--- config.mk ---
export PLATFORM = sky130hd
export DESIGN_NAME = event_dispatch_ctrl
export DESIGN_NICKNAME = d
export VERILOG_FILES = /design/src/rtl/event_dispatch_ctrl.sv
export SDC_FILE = /design/constraint.sdc
export NUM_CORES = 1
export LEC_CHECK = 0
export BUFFER_PORTS_ARGS = -buffer_cell sky130_fd_sc_hd__buf_2
export CAP_MARGIN = 40
export CORE_ASPECT_RATIO = 0.9
export CORE_MARGIN = 5
export CORE_UTILIZATION = 52
export CTS_CLUSTER_DIAMETER = 120
export CTS_CLUSTER_SIZE = 14
export DETAILED_ROUTE_END_ITERATION = 7
export GPL_TIMING_DRIVEN = 0
export PLACE_DENSITY = 0.76
export RECOVER_POWER = 100
export REMOVE_ABC_BUFFERS = 1
export SYNTH_ARGS = -nofsm -noshare
export SYNTH_HDL_FRONTEND = slang
export SYNTH_SLANG_ARGS = --single-unit
--- constraint.sdc ---
create_clock -name clk -period 2.14 [get_ports clk]
set_clock_uncertainty 0.2 [all_clocks]
set_input_delay 0.428 -clock clk [delete_from_list [all_inputs] [get_ports clk]]
set_output_delay 0.428 -clock clk [all_outputs]
set_load 0.05 [all_outputs]
--- src/rtl/event_dispatch_ctrl.sv ---
// Event dispatcher: buffers CAVIAR events and hands them one at a time to the activation
// engine, and sweeps the timestamp memory to zero when a clear is requested.

module event_dispatch_ctrl #(
    parameter int DVS_WIDTH       = 346,
    parameter int DVS_HEIGHT      = 260,
    parameter int CAVIAR_X_Y_BITS = 9,
    parameter int TIMESTAMP_BITS  = 16,
    parameter int WORD_SIZE       = 18,
    parameter int FIFO_DEPTH      = 4,
    parameter int TIMEOUT_CYCLES  = 255
) (
    input  logic                              clk,
    input  logic                              rst_n,
    input  logic [2*CAVIAR_X_Y_BITS:0]        ev_in,
    input  logic [TIMESTAMP_BITS-1:0]         ev_ts,
    input  logic                              ev_vld,
    output logic                              ev_rdy,
    input  logic                              clear_req,
    output logic                              clear_busy,
    output logic [2*CAVIAR_X_Y_BITS:0]        cavier_out,
    output logic [TIMESTAMP_BITS-1:0]         ts_out,
    output logic                              dispatch_vld,
    input  logic                              engine_done,
    output logic                              mem_sel,
    output logic [CAVIAR_X_Y_BITS-1:0]        clr_addr_x,
    output logic [CAVIAR_X_Y_BITS-1:0]        clr_addr_y,
    output logic [WORD_SIZE-1:0]              clr_wdata,
    output logic                              clr_rw,
    output logic                              clr_cen,
    output logic [$clog2(FIFO_DEPTH):0]       fifo_level,
    output logic [15:0]                       drop_cnt,
    output logic                              timeout_err
);

    localparam int EV_W  = 2*CAVIAR_X_Y_BITS + 1;
    localparam int ENT_W = EV_W + TIMESTAMP_BITS;
    localparam int PTR_W = (FIFO_DEPTH > 1) ? $clog2(FIFO_DEPTH) : 1;
    localparam int LVL_W = $clog2(FIFO_DEPTH) + 1;
    localparam int TMR_W = (TIMEOUT_CYCLES > 1) ? $clog2(TIMEOUT_CYCLES) : 1;

    localparam logic [PTR_W-1:0]           PTR_LAST = PTR_W'(FIFO_DEPTH - 1);
    localparam logic [LVL_W-1:0]           LVL_FULL = LVL_W'(FIFO_DEPTH);
    localparam logic [TMR_W-1:0]           TMR_LAST = TMR_W'(TIMEOUT_CYCLES - 1);
    localparam logic [CAVIAR_X_Y_BITS-1:0] X_LAST   = CAVIAR_X_Y_BITS'(DVS_WIDTH - 1);
    localparam logic [CAVIAR_X_Y_BITS-1:0] Y_LAST   = CAVIAR_X_Y_BITS'(DVS_HEIGHT - 1);

    typedef enum logic [1:0] {
        IDLE      = 2'd0,
        DISPATCH  = 2'd1,
        WAIT_DONE = 2'd2,
        CLEAR     = 2'd3
    } state_t;

    state_t                     state_r;
    state_t                     state_next_s;
    logic [ENT_W-1:0]           fifo_mem_r [FIFO_DEPTH];
    logic [PTR_W-1:0]           wr_ptr_r;
    logic [PTR_W-1:0]           rd_ptr_r;
    logic [LVL_W-1:0]           level_r;
    logic [15:0]                drop_r;
    logic                       pending_r;
    logic                       timeout_r;
    logic [TMR_W-1:0]           timer_r;
    logic [CAVIAR_X_Y_BITS-1:0] x_r;
    logic [CAVIAR_X_Y_BITS-1:0] y_r;
    logic [EV_W-1:0]            ev_out_r;
    logic [TIMESTAMP_BITS-1:0]  ts_out_r;
    logic                       ev_rdy_s;
    logic                       push_s;
    logic                       pop_s;
    logic                       timer_last_s;
    logic                       sweep_last_s;
    logic                       go_dispatch_s;

    function automatic logic [PTR_W-1:0] ptr_inc(input logic [PTR_W-1:0] ptr);
        return (ptr == PTR_LAST) ? {PTR_W{1'b0}} : ptr + 1'b1;
    endfunction

    assign ev_rdy_s      = (level_r != LVL_FULL);
    assign push_s        = ev_vld & ev_rdy_s;
    assign pop_s         = (state_r == DISPATCH);
    assign timer_last_s  = (timer_r == TMR_LAST);
    assign sweep_last_s  = (x_r == X_LAST) && (y_r == Y_LAST);
    assign go_dispatch_s = (state_r == IDLE) && (state_next_s == DISPATCH);

    // Control state register
    always_ff @(posedge clk or negedge rst_n) begin
        if (!rst_n) begin
            state_r <= IDLE;
        end else begin
            state_r <= state_next_s;
        end
    end

    // Next-state decision; a pending clear takes priority over buffered events
    always_comb begin
        state_next_s = state_r;
        case (state_r)
            IDLE: begin
                if (pending_r) begin
                    state_next_s = CLEAR;
                end else if (level_r != {LVL_W{1'b0}}) begin
                    state_next_s = DISPATCH;
                end else begin
                    state_next_s = IDLE;
                end
            end
            DISPATCH:  state_next_s = WAIT_DONE;
            WAIT_DONE: begin
                if (engine_done || timer_last_s) begin
                    state_next_s = IDLE;
                end else begin
                    state_next_s = WAIT_DONE;
                end
            end
            CLEAR: begin
                if (sweep_last_s) begin
                    state_next_s = IDLE;
                end else begin
                    state_next_s = CLEAR;
                end
            end
            default: state_next_s = IDLE;
        endcase
    end

    // Event buffer storage, pointers, fill level and drop counter
    always_ff @(posedge clk or negedge rst_n) begin
        if (!rst_n) begin
            for (int i = 0; i < FIFO_DEPTH; i++) begin
                fifo_mem_r[i] <= {ENT_W{1'b0}};
            end
            wr_ptr_r <= {PTR_W{1'b0}};
            rd_ptr_r <= {PTR_W{1'b0}};
            level_r  <= {LVL_W{1'b0}};
            drop_r   <= 16'd0;
        end else begin
            if (push_s) begin
                fifo_mem_r[wr_ptr_r] <= {ev_in, ev_ts};
                wr_ptr_r             <= ptr_inc(wr_ptr_r);
            end
            if (pop_s) begin
                rd_ptr_r <= ptr_inc(rd_ptr_r);
            end
            case ({push_s, pop_s})
                2'b10:   level_r <= level_r + 1'b1;
                2'b01:   level_r <= level_r - 1'b1;
                default: level_r <= level_r;
            endcase
            if (ev_vld && !ev_rdy_s && (drop_r != 16'hFFFF)) begin
                drop_r <= drop_r + 16'd1;
            end
        end
    end

    // Dispatch payload, engine watchdog, clear bookkeeping and sweep address counter
    always_ff @(posedge clk or negedge rst_n) begin
        if (!rst_n) begin
            ev_out_r  <= {EV_W{1'b0}};
            ts_out_r  <= {TIMESTAMP_BITS{1'b0}};
            timer_r   <= {TMR_W{1'b0}};
            timeout_r <= 1'b0;
            pending_r <= 1'b0;
            x_r       <= {CAVIAR_X_Y_BITS{1'b0}};
            y_r       <= {CAVIAR_X_Y_BITS{1'b0}};
        end else begin
            if (go_dispatch_s) begin
                {ev_out_r, ts_out_r} <= fifo_mem_r[rd_ptr_r];
            end
            timer_r <= (state_r == WAIT_DONE) ? timer_r + 1'b1 : {TMR_W{1'b0}};
            if ((state_r == WAIT_DONE) && !engine_done && timer_last_s) begin
                timeout_r <= 1'b1;
            end
            // Requests arriving while the sweep runs are dropped rather than queued
            if ((state_r == CLEAR) && sweep_last_s) begin
                pending_r <= 1'b0;
            end else if (clear_req && (state_r != CLEAR)) begin
                pending_r <= 1'b1;
            end
            if ((state_r == CLEAR) && !sweep_last_s) begin
                if (x_r == X_LAST) begin
                    x_r <= {CAVIAR_X_Y_BITS{1'b0}};
                    y_r <= y_r + 1'b1;
                end else begin
                    x_r <= x_r + 1'b1;
                end
            end else begin
                x_r <= {CAVIAR_X_Y_BITS{1'b0}};
                y_r <= {CAVIAR_X_Y_BITS{1'b0}};
            end
        end
    end

    assign ev_rdy       = ev_rdy_s;
    assign clear_busy   = pending_r | (state_r == CLEAR);
    assign cavier_out   = ev_out_r;
    assign ts_out       = ts_out_r;
    assign dispatch_vld = (state_r == DISPATCH);
    assign mem_sel      = (state_r == CLEAR);
    assign clr_cen      = (state_r == CLEAR);
    assign clr_rw       = (state_r == CLEAR);
    assign clr_addr_x   = x_r;
    assign clr_addr_y   = y_r;
    assign clr_wdata    = {WORD_SIZE{1'b0}};
    assign fifo_level   = level_r;
    assign drop_cnt     = drop_r;
    assign timeout_err  = timeout_r;

endmodule
**Yosys cells after proc, flatten, opt, wreduce, memory -nomap -nowiden**

Cells that the tools add are included.

- Register bits: 228
- Output and inout port bits: 97
- Word-level logic and storage cells: 85

- Add/subtract/negate cells: 8
- $lt $le $gt $ge: 3
- Equal/unequal tests: 15
- Mux-type cells: 21
- Bitwise gates (word level): 4
- Reduce and logical (&&, ||, !) cells: 18

Operator list:

| cell | number |
|---|---|
| 140-bit bitwise mux | 1 |
| 35-bit two-way mux | 3 |
| 35-bit binary-select mux with 2-bit select | 1 |
| 35-bit demux with 2-bit select | 1 |
| 9-bit two-way mux | 4 |
| 9-bit by 1-bit adder with 9-bit output, second input constant | 2 |
| 9-bit equality test, second input constant | 2 |
| 16-bit by 1-bit adder with 16-bit output, second input constant | 1 |
| 16-bit != test, second input constant | 1 |
| 2-bit equality test, second input constant | 5 |
| 1-bit logical AND | 10 |
| 2-bit two-way mux | 5 |
| 8-bit by 1-bit adder with 8-bit output, second input constant | 1 |
| 8-bit equality test, second input constant | 1 |
| 8-bit two-way mux | 1 |
| 2-bit one-hot mux with 4 select lines | 1 |
| 2-bit by 1-bit equality test with 1-bit output, second input constant | 3 |
| 3-bit greater-or-equal comparator, second input constant | 2 |
| 2-bit NOT with 3-bit output | 2 |
| 3-bit one-hot mux with 2 select lines | 1 |
| 2-bit by 1-bit adder with 2-bit output, second input constant | 2 |
| 2-bit != test, second input constant | 2 |
| 2-bit nonzero test | 2 |
| 3-bit by 1-bit adder with 3-bit output, second input constant | 1 |
| other kinds (10) | 14 |

**Depth between registers and ports, before layout**

- Depth in word-level cells: 6
- Gate-level depth with buffers: 9
- Mapped depth without buffers: 9

**Worst setup path after synthesis**

OpenSTA, ideal clock, no wires.

- Kind: register -> register
- Start: register state_r[0]
- End: register level_r[2] (netlist: fifo_level[2])
- Library setup time: 151 ps
- Arrival time: 2306 ps
- Required time: 1789 ps
- Slack: -516 ps
- Stages on the path, launching flop included: 8
- Period minus slack after synthesis: 2656 ps
- Cells stage by stage: dfrtp_1 nor2b_1 ha_1 inv_1 fa_1 xor2_1 nor2_1 xor2_1

- Word-level cells in the longest chain between the ends: 3
- Elaborated cells between the ends (all ways): 5
- Those cells by class: eq/ne (3); mux (1); reduce/logical (1)

RTL lines:

| item | RTL line | text |
|---|---|---|
| start: declaration | 55 | `state_t state_r;` |
| start signal: assignment | 92 | `state_r <= state_next_s;` |
| 2-bit by 1-bit equality test with 1-bit output (*) | -- |  |
| net dispatch_vld | 23 | `output logic dispatch_vld,` |
| 2-bit by 1-bit equality test with 1-bit output / 2-bit equality test (equally long branches) | 146 | `case ({push_s, pop_s})` |
| 3-bit one-hot mux with 2 select lines / 2-bit nonzero test (equally long branches) | -- |  |
| end signal: assignment | 147 | `2'b10: level_r <= level_r + 1'b1;` |
| end signal: assignment | 148 | `2'b01: level_r <= level_r - 1'b1;` |
| end signal: assignment | 149 | `default: level_r <= level_r;` |
| end: declaration | 60 | `logic [LVL_W-1:0] level_r;` |

Mark *: on every way through the listed nets, which the timed path passes. The rest lies on a longest branch.
A chain may end at the register's enable or synchronous reset.

**Worst setup path in the final report**

- Start: register y_r[0] (netlist: clr_addr_y[0])
- End: register pending_r

- Word-level cells in the longest chain between the ends: 4
- Elaborated cells between the ends (all ways): 5
- Those cells by class: eq/ne (1); mux (1); reduce/logical (3)

RTL lines:

| item | RTL line | text |
|---|---|---|
| start: declaration | 66 | `logic [CAVIAR_X_Y_BITS-1:0] y_r;` |
| start signal: assignment | 166 | `y_r <= {CAVIAR_X_Y_BITS{1'b0}};` |
| start signal: assignment | 184 | `y_r <= y_r + 1'b1;` |
| start signal: assignment | 190 | `y_r <= {CAVIAR_X_Y_BITS{1'b0}};` |
| 9-bit equality test (*) | 84 | `assign sweep_last_s = (x_r == X_LAST) && (y_r == Y_LAST);` |
| 1-bit logical AND (*) | 84 |  |
| 1-bit logical AND (*) | 176 | `if ((state_r == CLEAR) && sweep_last_s) begin` |
| 1-bit two-way mux / 2-bit nonzero test (equally long branches) | -- |  |
| end signal: assignment | 164 | `pending_r <= 1'b0;` |
| end signal: assignment | 177 | `pending_r <= 1'b0;` |
| end signal: assignment | 179 | `pending_r <= 1'b1;` |
| end: declaration | 62 | `logic pending_r;` |

Every way passes the cells marked *; elsewhere a longest branch is shown, timed or not.

==> qor.txt <==
diode count: 0
R2R cell count: 5
Synth Instances: 697
first-pass GRT wire length: 33,200 µm
Die Ht: 143 µm
synth warn: 0
residual DRC count: 0
Fin. Hold Viols: 0
worst min-delay path category: input port to flop
peak supply drop: 0.00107 V
share of layout cells above drive strength 1: 49.0%
Worst setup SP type: flop
largest net degree at the start of global routing: 120
Req. time, crit path: 2.32 ns
Inst Count DP: 1,041
Hold EP: fifo_mem_r[127]
endpoint class of the critical path: flop
critical path, cell by cell: ha_4 -> or4b_4 -> or4_4 -> o21ai_1 -> nand2_1
Tcrit/Tclk final: 101%
CP max FO: 4
R2R Path End: pending_r
fillers: 1,400
1st-iter DRT viols: 261
grt total ovfl: 0
core region area: 19,300 µm²
clock sink count: 228
critical path arrival: 2.34 ns
final number of max-transition violations: 0
Post-synth EDFFs: 0
DR vias: 6,183
fraction of registers with async set/reset: 100%
Initial Util: 53.2%
final setup fails: 1
unrepaired setup endpoints after global routing: true
PortBufs: 118
final wirelength: 20,400 µm
crit path kind: flop to flop
initial antenna violation count: 0
cell area after synthesis: 10,300 µm²
sequential-to-total area share from yosys stat: 55.4%
CTS buffer count: 20
Layout Cells excl Fill: 1,105
headroom to the max-slew limit: 45.5%
run status: finished, violations left
gr usage total: 18.0%
Pre-Repair DR Iteration Count: 4
Placement Rows: 48
WL per Instance: 18.5 µm
antenna viol nets, final: 0
synth unique cells: 46
Hold Startpoint: ev_in[6]
Achievable Freq: 462 MHz
H-tree Lvls: 1
die area: 22,700 µm²
clock insertion delay at the later pin of the skew report: 0.49 ns
min cycle time layout: 2.17 ns
slowest CP cell: or4_4
die width: 158 µm
gp weighted congestion: 0.782
hpwl dp: 12,500 µm
Worst Tran Pin Value: 0.817 ns
clock-pin slew on the worst setup and hold paths: 0.07 ns
synthesized area per cell: 14.8 µm²
I/O Pins: 137
Root Buffer: clkbuf_16
Pleak: 5.74 nW
register bit total from synthesis: 228
max cap viols: 0
max incr delay on CP: 0.57 ns
vias in the first global route: 6,319
Post-synth top flop: dfrtp_1
reg-to-reg slack, setup: -0.03 ns
Clock Path Buffers: 3
Final nets: 906
failing checks: negative setup slack
synthesis-to-finish area growth: 18.5%
CTS tree: done
Worst Hold Depth: 2
Final Worst Setup Slack: -0.0263 ns
PD cells: 1310 nW/µm²
Total Negative Setup Slacks: -0.0263 ns
Vias/cell: 5.60
reg2reg start: clr_addr_y[0]
-- registers in the layout, summed over array words and instances (netlist names), 3 cells and up --
signal	count
cavier_out	19
clr_addr_x	9
clr_addr_y	9
drop_cnt	16
fifo_level	3
fifo_mem_r	140
timer_r	8
ts_out	16
-- report_power, final --
| part | internal (W) | total (W) | switching [W] |
|---|---|---|---|
| Sequential | 0.00587 | 0.00680 | 0.000926 |
| Clock | 0.00175 | 0.00325 | 0.00149 |
| Combinational | 0.00330 | 0.00588 | 0.00259 |
-- cell usage in the layout (no fill, tap or decap), types with 3 or more instances in the layout --
master	count
dlygate4sd3_1	21
nand2b_1	3
o31ai_1	3
nor3_1	7
or4_1	3
xor2_1	19
mux2_2	151
buf_4	22
nand2_4	4
buf_2	111
nand3_1	15
a21oi_1	11
o21ai_0	12
ha_1	9
or3_1	9
nor4_1	5
nand2_1	25
inv_1	10
nand4_1	6
mux2_4	30
dfrtp_2	8
nor2_1	21
buf_12	8
conb_1	18
xnor2_1	6
dfrtp_1	219
clkbuf_16	21
mux4_2	35
-- cell families after synthesis --
group	count (synthesis)	share of synthesized area, %
mux	216	28.5
xor+xnor	25	2.13
compound gates	34	1.88
fa+ha+maj	13	1.65
flops	228	55.4
other cells	1	0.0364
simple gates	119	6.55
buf+inv	61	3.79
-- Yosys cell counts, drive strengths merged, types with 2 or more instances --
cell type / instances / area [µm²]
nor4: 8 / 77.6
ha: 12 / 150
nand4: 6 / 37.5
nand2b: 3 / 18.8
buf: 43 / 323
or4b: 2 / 20.0
xnor2: 6 / 52.6
or3: 10 / 62.6
dfrtp: 228 / 5710
or4: 4 / 30.0
mux4: 35 / 788
o31ai: 3 / 22.5
o21ai: 15 / 75.1
a21oi: 11 / 55.1
mux2: 181 / 2150
clkbuf: 7 / 26.3
nor3: 8 / 40.0
nand2: 30 / 125
inv: 11 / 41.3
nor4b: 2 / 17.5
nand4bb: 2 / 38.8
xor2: 19 / 166
nand3: 16 / 80.1
nor2: 22 / 82.6
-- worst max-delay path: cells and delay by family, from the launching register on --
| family | cells | cell delay (ns) |
|---|---|---|
| AOI/OAI and AO/OA | 1 | 0.17 |
| DFF | 1 | 0.40 |
| adders and majority gates | 1 | 0.17 |
| and+or+nand+nor | 3 | 1.11 |
-- worst max path at each step --
stage,start,endpoint,cells past startpoint
final,clr_addr_y[0],pending_r,5
after global routing,clr_addr_y[0],pending_r,5
after CTS,clr_addr_y[0],clr_addr_y[1],5
after detailed placement,ev_vld,fifo_mem_r[38],5
after global placement,rst_n,drop_cnt[9],1
after floorplan,fifo_level[0],cavier_out[18],4
-- what timing repair did --
item / in CTS / in global routing
hold buffers: 21 / 0
pin swaps: 2 / 6
setup endpoints to repair: 148 / 46
resized for setup: 26 / 21
hold endpoints to repair: 163 / 0
setup buffers: 4 / 15
-- through the flow --
stage	utilization [%]	power, W	instance area, µm²	worst slack (ns)	hold WS (ns)
5_1_grt	63.1	0.0169	12200	-0.0646	0.00468
4_1_cts	62.0	0.0159	12000	-0.00521	0.000729
3_3_place_gp	56.4	0.0120	10900	-3.58	0.239
2_1_floorplan	-	0.0109	10000	-0.805	-0.0676
6_report	63.1	0.0159	12200	-0.0263	0.0207
3_5_place_dp	57.4	0.0123	11100	-0.291	0.243
-- routing by layer --
layer | share of wire, % | GRT usage, %
met3 | 6.1 | 3.43
met5 | 0 | 0
met4 | 1.7 | 3.01
met1 | 45 | 25.7
met2 | 47 | 29.4
-- final cells by class --
class                      count  area [µm²]  area share [%]
clock inverter                 1        11.3          0.0923
tap                          250         313            2.56
timing repair buffer         167        1180            9.67
clock buffer                  23         533            4.37
sequential                   228        5720            46.9
inverter                      11        43.8           0.359
multi-input combinational    425        4400            36.0
Power figures use the tool's default switching activity.
